==> src/rtl/traffic_light_controller.sv <==
// ---------------------------------------------------------------------------
// traffic_light_controller
//
// Phase sequencer for a main-road / side-road intersection with a pedestrian
// crossing. An external down-counter serves as the dwell timer. On every phase
// entry the controller loads that counter with the phase duration. It then lets
// the counter run down on timebase ticks and advances the phase once the
// counter reports zero.
//
// Ports
//   clk          system clock, rising edge
//   rst          synchronous, active-high reset
//   tick         timebase enable; the dwell counter only moves when tick=1
//   side_req     side-road vehicle sensor (level or pulse)
//   ped_req      pedestrian push button (level or pulse)
//   flash_mode   request for flashing-yellow maintenance mode
//   cnt_zero     zero flag of the external counter
//   cnt_load     parallel-load strobe for the counter
//   cnt_en       counter enable
//   cnt_dir      counter direction, tied to 1 (down)
//   cnt_value    counter load value (duration of the current phase)
//   main_light   {red,yellow,green} for the main road
//   side_light   {red,yellow,green} for the side road
//   ped_walk     pedestrian walk lamp
//   state_o      current phase code, for debug
// ---------------------------------------------------------------------------
module traffic_light_controller #(
    parameter int N            = 11,
    parameter int T_MAIN_GREEN = 20,
    parameter int T_SIDE_GREEN = 10,
    parameter int T_YELLOW     = 3,
    parameter int T_ALL_RED    = 1,
    parameter int T_FLASH      = 1
) (
    input  logic         clk,
    input  logic         rst,
    input  logic         tick,
    input  logic         side_req,
    input  logic         ped_req,
    input  logic         flash_mode,
    input  logic         cnt_zero,
    output logic         cnt_load,
    output logic         cnt_en,
    output logic         cnt_dir,
    output logic [N-1:0] cnt_value,
    output logic [2:0]   main_light,
    output logic [2:0]   side_light,
    output logic         ped_walk,
    output logic [2:0]   state_o
);

    localparam logic [2:0] ALL_RED_2   = 3'd0;
    localparam logic [2:0] MAIN_GREEN  = 3'd1;
    localparam logic [2:0] MAIN_YELLOW = 3'd2;
    localparam logic [2:0] ALL_RED_1   = 3'd3;
    localparam logic [2:0] SIDE_GREEN  = 3'd4;
    localparam logic [2:0] SIDE_YELLOW = 3'd5;
    localparam logic [2:0] FLASH       = 3'd6;

    localparam logic [2:0] LAMP_RED    = 3'b100;
    localparam logic [2:0] LAMP_YELLOW = 3'b010;
    localparam logic [2:0] LAMP_GREEN  = 3'b001;

    logic [2:0] state_r;
    logic [2:0] state_next_s;
    logic       first_r;
    logic       reload_s;
    logic       expiry_s;
    logic       flash_toggle_s;
    logic       side_pend_r;
    logic       ped_pend_r;
    logic       flash_ph_r;
    logic       ped_srv_r;
    logic       sg_entry_s;

    // Dwell time loaded into the counter for each phase
    function automatic logic [N-1:0] phase_duration(input logic [2:0] s);
        case (s)
            MAIN_GREEN:  return N'(T_MAIN_GREEN);
            MAIN_YELLOW: return N'(T_YELLOW);
            SIDE_GREEN:  return N'(T_SIDE_GREEN);
            SIDE_YELLOW: return N'(T_YELLOW);
            FLASH:       return N'(T_FLASH);
            default:     return N'(T_ALL_RED);
        endcase
    endfunction

    // The zero flag is stale in the load cycle, so it only counts once the
    // freshly loaded value has reached the counter.
    assign expiry_s   = ~first_r & cnt_zero;
    assign sg_entry_s = first_r & (state_r == SIDE_GREEN);

    // Next-phase decision; reload_s marks every phase entry, including the
    // flash half-period restart.
    always_comb begin
        state_next_s   = state_r;
        reload_s       = 1'b0;
        flash_toggle_s = 1'b0;
        case (state_r)
            ALL_RED_2: begin
                if (expiry_s) begin
                    state_next_s = MAIN_GREEN;
                    reload_s     = 1'b1;
                end else begin
                    state_next_s = ALL_RED_2;
                end
            end
            MAIN_GREEN: begin
                // Without a pending demand the main road keeps green with the
                // counter parked at zero.
                if (expiry_s && (side_pend_r || ped_pend_r || flash_mode)) begin
                    state_next_s = MAIN_YELLOW;
                    reload_s     = 1'b1;
                end else begin
                    state_next_s = MAIN_GREEN;
                end
            end
            MAIN_YELLOW: begin
                if (expiry_s) begin
                    state_next_s = ALL_RED_1;
                    reload_s     = 1'b1;
                end else begin
                    state_next_s = MAIN_YELLOW;
                end
            end
            ALL_RED_1: begin
                if (expiry_s) begin
                    state_next_s = flash_mode ? FLASH : SIDE_GREEN;
                    reload_s     = 1'b1;
                end else begin
                    state_next_s = ALL_RED_1;
                end
            end
            SIDE_GREEN: begin
                if (expiry_s) begin
                    state_next_s = SIDE_YELLOW;
                    reload_s     = 1'b1;
                end else begin
                    state_next_s = SIDE_GREEN;
                end
            end
            SIDE_YELLOW: begin
                if (expiry_s) begin
                    state_next_s = ALL_RED_2;
                    reload_s     = 1'b1;
                end else begin
                    state_next_s = SIDE_YELLOW;
                end
            end
            FLASH: begin
                if (expiry_s) begin
                    reload_s = 1'b1;
                    if (flash_mode) begin
                        state_next_s   = FLASH;
                        flash_toggle_s = 1'b1;
                    end else begin
                        state_next_s = ALL_RED_2;
                    end
                end else begin
                    state_next_s = FLASH;
                end
            end
            default: begin
                state_next_s = ALL_RED_2;
                reload_s     = 1'b1;
            end
        endcase
    end

    // Phase register and entry flag
    always_ff @(posedge clk) begin
        if (rst) begin
            state_r <= ALL_RED_2;
            first_r <= 1'b1;
        end else begin
            state_r <= state_next_s;
            first_r <= reload_s;
        end
    end

    // Demand latches; they are consumed in the first side-green cycle, and a
    // request landing in that cycle is dropped.
    always_ff @(posedge clk) begin
        if (rst) begin
            side_pend_r <= 1'b0;
            ped_pend_r  <= 1'b0;
        end else if (sg_entry_s) begin
            side_pend_r <= 1'b0;
            ped_pend_r  <= 1'b0;
        end else begin
            side_pend_r <= side_pend_r | side_req;
            ped_pend_r  <= ped_pend_r | ped_req;
        end
    end

    // Walk service capture and flash half-period phase. ped_srv_r takes the
    // value ped_pend_r will hold during the side-green entry cycle.
    always_ff @(posedge clk) begin
        if (rst) begin
            ped_srv_r  <= 1'b0;
            flash_ph_r <= 1'b0;
        end else begin
            if (reload_s && (state_next_s == SIDE_GREEN)) begin
                ped_srv_r <= ped_pend_r | ped_req;
            end else begin
                ped_srv_r <= ped_srv_r;
            end
            if (flash_toggle_s) begin
                flash_ph_r <= ~flash_ph_r;
            end else begin
                flash_ph_r <= flash_ph_r;
            end
        end
    end

    // Lamp decode from the current phase
    always_comb begin
        main_light = LAMP_RED;
        side_light = LAMP_RED;
        case (state_r)
            MAIN_GREEN:  main_light = LAMP_GREEN;
            MAIN_YELLOW: main_light = LAMP_YELLOW;
            SIDE_GREEN:  side_light = LAMP_GREEN;
            SIDE_YELLOW: side_light = LAMP_YELLOW;
            FLASH: begin
                main_light = {1'b0, flash_ph_r, 1'b0};
                side_light = {1'b0, flash_ph_r, 1'b0};
            end
            default: begin
                main_light = LAMP_RED;
                side_light = LAMP_RED;
            end
        endcase
    end

    assign ped_walk  = (state_r == SIDE_GREEN) & ped_srv_r;
    assign cnt_load  = first_r;
    // Gating on cnt_zero keeps the counter from wrapping below zero.
    assign cnt_en    = ~first_r & tick & ~cnt_zero;
    assign cnt_dir   = 1'b1;
    assign cnt_value = phase_duration(state_r);
    assign state_o   = state_r;

endmodule

==> config.mk <==
export PLATFORM = sky130hd
export DESIGN_NAME = traffic_light_controller
export DESIGN_NICKNAME = d
export VERILOG_FILES = /design/src/rtl/traffic_light_controller.sv
export SDC_FILE = /design/constraint.sdc
export NUM_CORES = 1
export LEC_CHECK = 0
export ABC_CLOCK_PERIOD_IN_PS = 1600
export BUFFER_PORTS_ARGS = -buffer_cell sky130_fd_sc_hd__buf_2
export CAP_MARGIN = 20
export CORE_MARGIN = 2
export CORE_UTILIZATION = 40
export CTS_CLUSTER_DIAMETER = 100
export DETAILED_ROUTE_END_ITERATION = 10
export PLACE_DENSITY = 0.7
export SLEW_MARGIN = 20
export SYNTH_ARGS = -nofsm -noshare
export SYNTH_HDL_FRONTEND = slang
export SYNTH_SLANG_ARGS = --single-unit
==> constraint.sdc <==
create_clock -name clk -period 1.6 [get_ports clk]
set_clock_uncertainty 0.05 [all_clocks]
set_input_delay 0.32 -clock clk [delete_from_list [all_inputs] [get_ports clk]]
set_output_delay 0.32 -clock clk [all_outputs]
set_load 0.01 [all_outputs]
After elaboration in Yosys (flattened, before gate mapping):

Cells that the tools add are included.

* register bits after elaboration: 8
* word-level logic and storage cells: 50

* equal/unequal tests: 7
* muxes and demuxes: 19
* bitwise gates (word level): 10
* reduce and logical (&&, ||, !) cells: 8

Operators with widths (number)
* one-hot mux 3 bit (7 select lines): 1
* one-hot mux 3 bit (3 select lines): 2
* one-hot mux 5 bit (3 select lines): 1
* == test 3 bit (second input constant): 4
* two-way mux 3 bit: 4
* two-way mux 1 bit: 8
* == test 3 x 2 -> 1 bit (second input constant): 2
* OR reduction 6 bit: 1
* bitwise AND 1 bit: 5
* two-way mux 2 bit: 2
* OR reduction 2 bit: 2
* == test 3 x 1 -> 1 bit (second input constant): 1
* logical NOT 3 bit: 1
* NOT 1 bit: 3
* logical AND 1 bit: 2
* logical OR 1 bit: 2
* OR 1 bit: 2
* one-hot mux 1 bit (2 select lines): 1

Longest topological paths before layout:

Gate-level depths: netlist (run 1).

* depth in word-level cells: 7
* mapped depth: 4
* depth with buffers taken out: 3

Least setup slack after synthesis (run 1):

OpenSTA, ideal clock, no wires.

* path type: register -> output
* from: reg state_r[2], in the netlist state_o[2]
* to: out ped_walk
* data arrival time: 1.071 ns
* data required time: 1.230 ns
* slack: 0.159 ns
* stages on the path, launching flop included: 4
* cells stage by stage: dfxtp_1 nand2b_1 nor2_1 and2_1

* longest elaborated chain between the ends: 2

RTL lines
* from (decl): RTL line 64 `logic [2:0] state_r;`
* from (signal assigned): RTL line 176 `state_r <= state_next_s;`
* == test 3 bit: RTL line 236 `assign ped_walk = (state_r == SIDE_GREEN) & ped_srv_r;`
* bitwise AND 1 bit: RTL line 236
* to (decl): RTL line 48 `output logic ped_walk,`

Every way passes these cells.

Final worst setup path (run 1):

* from: reg state_r[1], in the netlist state_o[1]
* to: out ped_walk

Same word-level chain as after synthesis.

==> results by group, run 1 <==
Outcome
  • Status: finished clean

Route
  • Vias/cell: 5.08
  • Antenna viol nets, final: 0
  • Vias: 609
  • DRC errors left: 0
  • DRT Pass-1 Iters: 4
  • Routed Wire Length: 1360 um
  • First DRT Iteration DRCs: 15
  • Routed len/inst: 11.3 um

Placement
  • Post-DP HPWL: 992 um
  • Cells after DPL: 115
  • Placer Congestion: 0.801
  • DP Area: 709 um2
  • Pre-CTS WS: 106 ps
  • I/O Buffers: 23

Cells and area
  • Share of post-route cells with drive strength above 1: 0.413
  • Antenna Cells: 0
  • Fin nets: 113
  • Final Cell Area: 788 um2
  • Final cell count without fillers: 120
  • Area grow syn2layout: 27.8%

STA
  • Final Hold Viols: 0
  • Fmax: 639 MHz
  • Final setup viols: 0
  • Min Tclk post-route: 1570 ps
  • RSZ-0062 raised after global routing: yes
  • Final max-slew violation count: 0
  • Post-route clock period utilization: 0.979
  • Final worst slack: 34.3 ps

Power and ir drop
  • Maximum vdd drop: 0.000636 V
  • Pwr Density: 1070 nW/um2
  • Final Power: 840 uW
  • Lkg Pwr: 0.360 nW

Clock tree
  • Clock Path Buffers: 2
  • Hold_buf cts: 0
  • Total CTS buffers: 3
  • Worst-path clk slew: 70 ps
  • CTS sink count: 8
  • Clk_lat worst skew: 270 ps
  • CTS H-tree depth: 1
  • CTS tree: yes
  • Clk root buf: clkbuf_4

Global route
  • Largest net degree at the start of global routing: 14
  • GRT Residual Overflow: 0
  • Total GRT Usage: 0.162
  • Vias in the first global route: 491
  • First-pass GRT wire length: 2170 um
  • Initial antenna violation count: 0

Run
  • Max-cap violations: 0

Worst setup path
  • Reg2Reg Depth: 3
  • Crit path required time: 1230 ps
  • WS Path Type: reg2out
  • WP data arrival: 1200 ps
  • Reg-to-reg setup timing slack: 240 ps
  • Critical Path Source Type: flop
  • R2r startpoint: cnt_load
  • Worst setup path end: ped_walk
  • CP startpoint: state_o[1]
  • Crit path max fanout: 9
  • R2r endpoint: state_o[2]
  • CP Capture Type: output port

Floorplan
  • Total core area: 1470 um2
  • I/O pins: 31
  • Starting density of the core: 0.419
  • Core Rows: 14
  • Die Width: 43.3 um
  • Die area: 1870 um2
  • Die H: 43.3 um

Yosys
  • Synthesized instance count: 81
  • Register area share after synthesis: 0.260
  • Synthesized area: 617 um2
  • Post-synth top area cell: dfxtp_1
  • Avg Inst Size Synth: 7.62 um2
  • Top_reg_cell synth: dfxtp_1
  • Netlist cell types: 32
  • Yosys warns: 0
  • Area contributors post-synth: dfxtp_1 26%, buf_4 11%, nand2b_1 6.1%
  • Yosys top cell area share: 0.260
  • Flops & latches, synth: 8
  • Post-synth EDFFs: 0
  • Async set-reset flop share out of synthesis: 0
  • Most frequent cells after synthesis: 9 x buf_4, 9 x nor2_1, 8 x dfxtp_1, 6 x a21oi_1, 6 x nand2b_1

Min path
  • Hold Crit Class: in2reg
-- power by group --
group	internal (mW)	total [mW]	switching, mW	leakage (nW)
sequential	0.226	0.268	0.0416	0.0675
clock	0.0865	0.171	0.0847	0.0138
combinational	0.187	0.400	0.213	0.279
total	0.500	0.840	0.339	0.360
-- layer usage --
layer	up-vias	routed length, um	global-route usage
met2	29	563	0.221
met3	8	123	0.0723
met5	-	0	0
li1	311	-	-
met1	261	628	0.205
met4	0	44	0.0970
-- kinds of logic (layout without fill, tap and decap cells) --
logic type | Yosys count | in the layout | share of synthesized area
AND/OR/NAND/NOR | 37 | 37 | 0.379
AO/OA/AOI/OAI | 16 | 16 | 0.156
other | 2 | 7 | 0.0122
multiplexers | 1 | 1 | 0.0183
flip-flops | 8 | 8 | 0.260
buffers and inverters | 16 | 34 | 0.160
XOR/XNOR | 1 | 1 | 0.0142
-- cell usage in the layout, fill, tap and decap left out --
| master | n |
|---|---|
| a211oi_1 | 2 |
| a21oi_1 | 6 |
| a311oi_1 | 1 |
| and2_1 | 3 |
| and3_1 | 1 |
| and3b_1 | 1 |
| buf_2 | 23 |
| buf_4 | 5 |
| buf_6 | 1 |
| clkbuf_4 | 3 |
| conb_1 | 7 |
| dfxtp_1 | 5 |
| dfxtp_2 | 1 |
| dfxtp_4 | 2 |
| inv_1 | 2 |
| mux2_2 | 1 |
| nand2_1 | 4 |
| nand2b_1 | 4 |
| nand2b_4 | 2 |
| nand4_1 | 1 |
| nand4b_1 | 1 |
| nor2_1 | 8 |
| nor2_4 | 1 |
| nor2b_1 | 2 |
| nor3b_1 | 1 |
| nor3b_2 | 1 |
| nor3b_4 | 1 |
| nor4_1 | 1 |
| nor4_2 | 1 |
| nor4b_1 | 1 |
| o21ai_0 | 3 |
| o21ai_1 | 2 |
| o32ai_1 | 1 |
| o41ai_1 | 1 |
| or3_1 | 1 |
| or3_4 | 1 |
| or3b_1 | 1 |
| xor2_1 | 1 |
-- worst max-delay path, stage by stage (launching register included) --
cell and delay [ps]:
dfxtp_4 390, nand2b_4 170, nor2_4 110, and2_1 130, buf_2 120
-- state kept, by name, indices dropped and copies added (netlist names) --
register / flops
state_o: 3
flash_ph_r: 1
ped_pend_r: 1
cnt_load: 1
side_pend_r: 1
ped_srv_r: 1
-- how the worst min path moves through the flow --
stage	start	to	slack [ps]	cells after the start
6_report	side_req	side_pend_r	300	3
5_1_grt	side_req	side_pend_r	310	3
2_1_floorplan	side_pend_r	side_pend_r	430	2
3_3_place_gp	side_pend_r	side_pend_r	450	2
3_5_place_dp	side_pend_r	side_pend_r	460	2
4_1_cts	side_req	side_pend_r	290	3
-- repair_timing --
action | in CTS | in global routing
pin swaps | 1 | 1
setup buffers | 0 | 2
gates resized for setup | 8 | 4
cloned | 0 | 0
endpoints found under the setup margin | 10 | 4
-- cell type report --
| type | instances | area (um2) |
|---|---|---|
| Clock buffer | 3 | 22.5 |
| Inverter | 2 | 7.51 |
| Fill cell | 150 | 683 |
| Tap cell | 16 | 20.0 |
| Sequential cell | 8 | 169 |
| Multi-Input combinational cell | 62 | 405 |
| Timing Repair Buffer | 29 | 164 |
-- metrics by stage --
step	setup TNS [ps]	hold WS (ps)	util
after detailed placement	0	460	0.482
after global routing	-19.6	310	0.536
after floorplan	0	428	-
after global placement	0	450	0.482
after CTS	0	292	0.516
final	0	295	0.536
Note: power is estimated with default switching activity, not from simulation.
==> run 2, diff against run 1 <==
Settings changed: CORE_UTILIZATION 40 to 43, PLACE_DENSITY 0.7 to 0.74.
==> results by group, run 2 (same netlist as run 1, synthesis figures left out) <==
Outcome
  • Status: finished clean

Power and ir drop
  • Pwr Density: 1080 nW/um2 (+1.3%)
  • Lkg Pwr: 0.351 nW (-2.6%)
  • Sw Share: 0.388 (-0.0161)
  • Combinational share of power: 0.489 (+0.012)
  • Maximum vdd drop: 0.000577 V (-9.2%)
  • Net Sw Power: 325 uW (-4.1%)
  • Sequential share of power: 0.329 (+0.010)
  • P_int: 513 uW (+2.5%)
  • Clock share of power: 0.182 (-0.022)

Route
  • Routed len/inst: 11.0 um (-2.6%)
  • Routed Wire Length: 1290 um (-5.0%)
  • Antenna viol nets, final: 0 (unchanged)
  • Vias/cell: 5.14 (+1.2%)
  • First DRT Iteration DRCs: 5 (-10)
  • DRT Pass-1 Iters: 3 (-1)
  • DRC errors left: 0 (unchanged)
  • Vias: 601 (-1.3%)

Global route
  • GRT Residual Overflow: 0 (unchanged)
  • Initial antenna violation count: 0 (unchanged)
  • Met1 global-route usage: 0.195 (-0.00987)
  • Vias in the first global route: 509 (+3.7%)
  • Total GRT Usage: 0.153 (-0.00840)
  • Met3 Use GR: 0.0304 (-0.0419)
  • Largest net degree at the start of global routing: 14 (unchanged)
  • First-pass GRT wire length: 2100 um (-3.5%)
  • Layer with the highest usage: met2
  • GRT met2 Usage: 0.231 (+0.0104)

Min path
  • Hold Crit Class: in2reg

Floorplan
  • Die H: 41.9 um (-3.2%)
  • Die area: 1750 um2 (-6.3%)
  • Die Width: 41.9 um (-3.2%)
  • I/O pins: 31 (unchanged)
  • Total core area: 1320 um2 (-10%)
  • Core Rows: 13 (-1)
  • Starting density of the core: 0.468 (+0.0490)

Worst setup path
  • CP Capture Type: output port
  • Critical Path Source Type: flop
  • WS Path Type: reg2out
  • Reg-to-reg setup timing slack: 250 ps (about the same)
  • Crit path required time: 1230 ps (about the same)
  • Crit path max fanout: 6 (-3)
  • WP data arrival: 1170 ps (-30 ps)

Clock tree
  • Hold_buf cts: 0 (unchanged)
  • Worst-path clk slew: 60 ps (about the same)
  • CTS H-tree depth: 1 (unchanged)
  • CTS tree: yes
  • Post CTS Setup Buffer Count: 0 (unchanged)
  • CTS sink count: 8 (unchanged)
  • Clock Path Buffers: 2 (unchanged)
  • Total CTS buffers: 3 (unchanged)
  • Clk_lat worst skew: 250 ps (-20 ps)
  • Clk root buf: clkbuf_4

STA
  • Post-route clock period utilization: 0.960 (-0.0185)
  • RSZ-0062 raised after global routing: yes
  • Fmax: 651 MHz (+1.9%)
  • Final Hold Viols: 0 (unchanged)
  • Final hold slack: 288 ps (-7.18 ps)
  • Min Tclk post-route: 1540 ps (-29.6 ps)
  • Final max-slew violation count: 0 (unchanged)
  • Final worst slack: 63.9 ps (+29.6 ps)
  • Final setup viols: 0 (unchanged)

Cells and area
  • Post-route core utilization: 0.590 (+0.0540)
  • Share of post-route cells with drive strength above 1: 0.392 (-0.0213)
  • Sequential cell area: 169 um2 (unchanged)
  • Area grow syn2layout: 26.0%
  • Max reg flops: 3 (unchanged)
  • Final cell count without fillers: 117 (-2.5%)
  • FILL cells: 136 (-9.3%)
  • Commonest non-fill, non-tap cell in the layout: buf_2
  • Area occupied by multi-input gates: 398 um2 (-1.9%)
  • Fin nets: 111 (-1.8%)
  • Most frequent cells in the layout: 23 x buf_2, 8 x nor2_1, 7 x conb_1
  • Antenna Cells: 0 (unchanged)

Run
  • Max-cap violations: 0 (unchanged)

Placement
  • Pre-CTS WS: 141 ps (+35.1 ps)
  • Cells after DPL: 114 (-0.87%)
  • Placer Congestion: 0.804 (+0.37%)
  • I/O Buffers: 23 (unchanged)
  • Post-DP HPWL: 975 um (-1.8%)
run 2: routing by layer:
metal	wire [um]	share of wire
met1	590	0.46
met2	601	0.47
met3	93	0.072
met4	6	0.0046
met5	0	0
run 2: per-stage QoR:
stage	cell area (um2)	power (mW)	setup TNS [ps]
final	777	0.838	0
after global routing	777	0.901	-21.0
after CTS	749	0.810	-22.6
after detailed placement	721	0.642	0
after global placement	721	0.636	0
after floorplan	636	0.502	0
run 2: worst paths after layout:
kind / cells past startpoint / end / start
worst max-delay path: 4 / side_light[1] / state_o[0]
worst min-delay path: 3 / side_pend_r / side_req
worst min register to register: 2 / side_pend_r / side_pend_r
worst max register to register: 3 / state_o[2] / cnt_load
run 2: worst max-delay path: stages (launching register included):
cell and delay, ps:
dfxtp_2 350, nand2b_1 180, o21ai_0 140, and2_1 130
buf_2 120
run 2: power by group through the flow:
stage	combinational, mW	sequential [mW]	clock (mW)
CTS	0.385	0.261	0.164
global route	0.453	0.280	0.168
finish	0.410	0.276	0.153
floorplan	0.237	0.266	0
global placement	0.375	0.262	0
detailed placement	0.380	0.262	0
run 2: timing repair:
action / in CTS / in global routing
resized for setup: 4 / 6
setup endpoints to repair: 10 / 6
pin swaps: 0 / 0
run 2: cell type report:
type / instances / area share
Inverter: 2 / 0.00966
Tap cell: 15 / 0.0242
Sequential cell: 8 / 0.217
Timing Repair Buffer: 27 / 0.208
Clock buffer: 3 / 0.0290
Multi-Input combinational cell: 62 / 0.512
==> run 3, diff against run 2 <==
Settings changed: ABC_AREA set to 1, CORE_UTILIZATION 43 to 44, CTS_CLUSTER_DIAMETER 100 to 80, PLACE_DENSITY 0.74 to 0.75.
==> results by group, run 3 <==
Outcome
  • Status: finished clean

Placement
  • Post-DP HPWL: 1160 um (+19%)
  • Placer Congestion: 0.879 (+9.3%)
  • Pre-CTS WS: 187 ps (+45.5 ps)
  • I/O Buffers: 23 (unchanged)

Yosys
  • Most frequent cell after synthesis: nand2_1
  • Synthesized instance count: 108 (+33%)
  • Post-synth top area cell: dfxtp_1
  • Netlist cell types: 18 (-44%)
  • Async set-reset flop share out of synthesis: 0 (unchanged)
  • Top_reg_cell synth: dfxtp_1
  • Avg Inst Size Synth: 6.01 um2 (-21%)
  • Yosys top cell area share: 0.247 (-0.0130)
  • Post-synth EDFFs: 0 (unchanged)
  • Register area share after synthesis: 0.247 (-0.0130)
  • Synthesized area: 649 um2 (+5.3%)
  • Area contributors post-synth: dfxtp_1 25%, nand2_1 17%, buf_4 10%
  • Yosys warns: 0 (unchanged)
  • Most frequent cells after synthesis: 30 x nand2_1, 17 x nor2_1, 15 x inv_1, 9 x buf_4, 9 x nand3_1
  • Flops & latches, synth: 8 (unchanged)

Cells and area
  • Post-route core utilization: 0.605 (+0.0153)
  • Commonest non-fill, non-tap cell in the layout: nand2_1
  • Area grow syn2layout: 24.3%
  • Antenna Cells: 0 (unchanged)
  • Most frequent cells in the layout: 29 x nand2_1, 23 x buf_2, 16 x nor2_1
  • Share of post-route cells with drive strength above 1: 0.353 (-0.0388)
  • Fin nets: 142 (+28%)
  • Max reg flops: 3 (unchanged)

Route
  • First DRT Iteration DRCs: 14 (+9)
  • DRT Pass-1 Iters: 4 (+1)
  • DRC errors left: 0 (unchanged)
  • Routed Wire Length: 1440 um (+12%)
  • Antenna viol nets, final: 0 (unchanged)
  • Vias: 679 (+13%)
  • Vias/cell: 4.59 (-11%)
  • Routed len/inst: 9.75 um (-12%)

Clock tree
  • Clock Path Buffers: 2 (unchanged)
  • Clk root buf: clkbuf_4
  • Clk_lat worst skew: 250 ps (about the same)
  • Total CTS buffers: 3 (unchanged)
  • Worst-path clk slew: 50 ps (about the same)
  • CTS H-tree depth: 1 (unchanged)
  • Hold_buf cts: 0 (unchanged)
  • CTS tree: yes
  • CTS sink count: 8 (unchanged)

Power and ir drop
  • Pwr Density: 600 nW/um2 (-44%)
  • Sequential share of power: 0.446 (+0.117)
  • P_int: 334 uW (-35%)
  • Sw Share: 0.310 (-0.0780)
  • Combinational share of power: 0.233 (-0.256)
  • Lkg Pwr: 0.492 nW (+40%)
  • Net Sw Power: 150 uW (-54%)
  • Maximum vdd drop: 0.000447 V (-22%)
  • Clock share of power: 0.321 (+0.139)
  • Final Power: 484 uW (-42%)

Global route
  • Vias in the first global route: 548 (+7.7%)
  • Largest net degree at the start of global routing: 12 (-2)
  • GRT Residual Overflow: 0 (unchanged)
  • Total GRT Usage: 0.159 (+0.00611)
  • Initial antenna violation count: 0 (unchanged)
  • First-pass GRT wire length: 2190 um (+4.6%)

Worst setup path
  • Crit path required time: 1230 ps (about the same)
  • CP dominant cell by count: nand2_1
  • Crit path max fanout: 7 (+1)
  • WS Path Type: reg2out
  • CP max stage delay: 370 ps (+20 ps)
  • WP data arrival: 1180 ps (about the same)
  • Reg-to-reg setup timing slack: 160 ps (-90 ps)
  • CP Capture Type: output port
  • Critical Path Source Type: flop
  • CP cell instances: buf_6 -> nand2_4 -> nor2_4 -> nand2_1 -> nand2_1 -> buf_2
  • CP max stage cell: dfxtp_2

Min path
  • Hold Crit Class: in2reg

STA
  • Final Hold Viols: 0 (unchanged)
  • Final worst slack: 52.2 ps (-11.7 ps)
  • Fmax: 646 MHz (-0.76%)
  • Final setup viols: 0 (unchanged)
  • Post-route clock period utilization: 0.967 (+0.00733)
  • RSZ-0062 raised after global routing: yes
  • Final max-slew violation count: 0 (unchanged)
  • Min Tclk post-route: 1550 ps (+11.7 ps)
  • TNS Setup: 0 ps (unchanged)

Floorplan
  • Die Width: 42.4 um (+1.3%)
  • Total core area: 1330 um2 (+1.2%)
  • Die H: 42.4 um (+1.3%)
  • I/O pins: 31 (unchanged)
  • Starting density of the core: 0.487 (+0.0187)
  • Core Rows: 13 (unchanged)
  • Die area: 1800 um2 (+2.6%)

Run
  • Max-cap violations: 0 (unchanged)
[run 3: cell types whose count changed in the layout (fill, tap and decap cells not counted), moves of 3 or more]
cell      before  now
nand2_1        4   29
inv_1          2   14
nand3_1        0    9
nor2_1         8   16
a21oi_1        6    1
nand2b_1       5    0
and2_1         3    0
nor2_2         0    3
[run 3: logic make-up after synthesis]
kind of cell / after synthesis / synth area share
buffers and inverters: 28 / 0.252
flip-flops: 8 / 0.247
XOR/XNOR: 1 / 0.0135
AO/OA/AOI/OAI: 4 / 0.0308
AND/OR/NAND/NOR: 65 / 0.445
other: 2 / 0.0116
[run 3: through the flow]
| step | instance area, um2 | hold slack (ps) | std cells |
|---|---|---|---|
| floorplan | 668 | 342 | 113 |
| global placement | 721 | 416 | 142 |
| detailed placement | 721 | 422 | 142 |
| CTS | 751 | 220 | 145 |
| global route | 807 | 220 | 148 |
| finish | 807 | 224 | 148 |
[run 3: critical path, delay by kind of cell (launching register included)]
family / cells / cell delay (ps)
flops: 1 / 370
simple gates: 4 / 280
buf+inv: 2 / 270
[run 3: layout make-up]
type                    count  area, um2
fillers                   136        527
well taps                  15       18.8
repair buffers             29        168
clock buffers               3       22.5
flip-flops and latches      8        169
multi-input cells          77        367
inverters                  16       62.6
[run 3: final timing paths]
path               start             to  cells past startpoint
max           state_o[2]  main_light[1]                      6
min                  rst     state_o[0]                      2
max reg2reg   state_o[2]      ped_srv_r                     10
min reg2reg  side_pend_r    side_pend_r                      2
[run 3: timing repair]
item / 4_1_cts / 5_1_grt
gates resized for setup: 4 / 11
endpoints found under the setup margin: 4 / 10
buffers inserted: 0 / 3
pin swaps: 0 / 1
[run 3: routing by layer]
layer,vias up,routed length [um],GRT usage
li1,358,-,-
met1,291,618,0.180
met2,26,700,0.286
met3,4,104,0.0259
met4,0,19,0.0750
met5,-,0,0
[run 3: power by group through the flow]
stage / combinational (mW) / clock [mW] / sequential [mW]
finish: 0.113 / 0.155 / 0.216
global route: 0.127 / 0.174 / 0.218
CTS: 0.108 / 0.161 / 0.216
detailed placement: 0.107 / 0 / 0.220
global placement: 0.106 / 0 / 0.219
floorplan: 0.0910 / 0 / 0.219
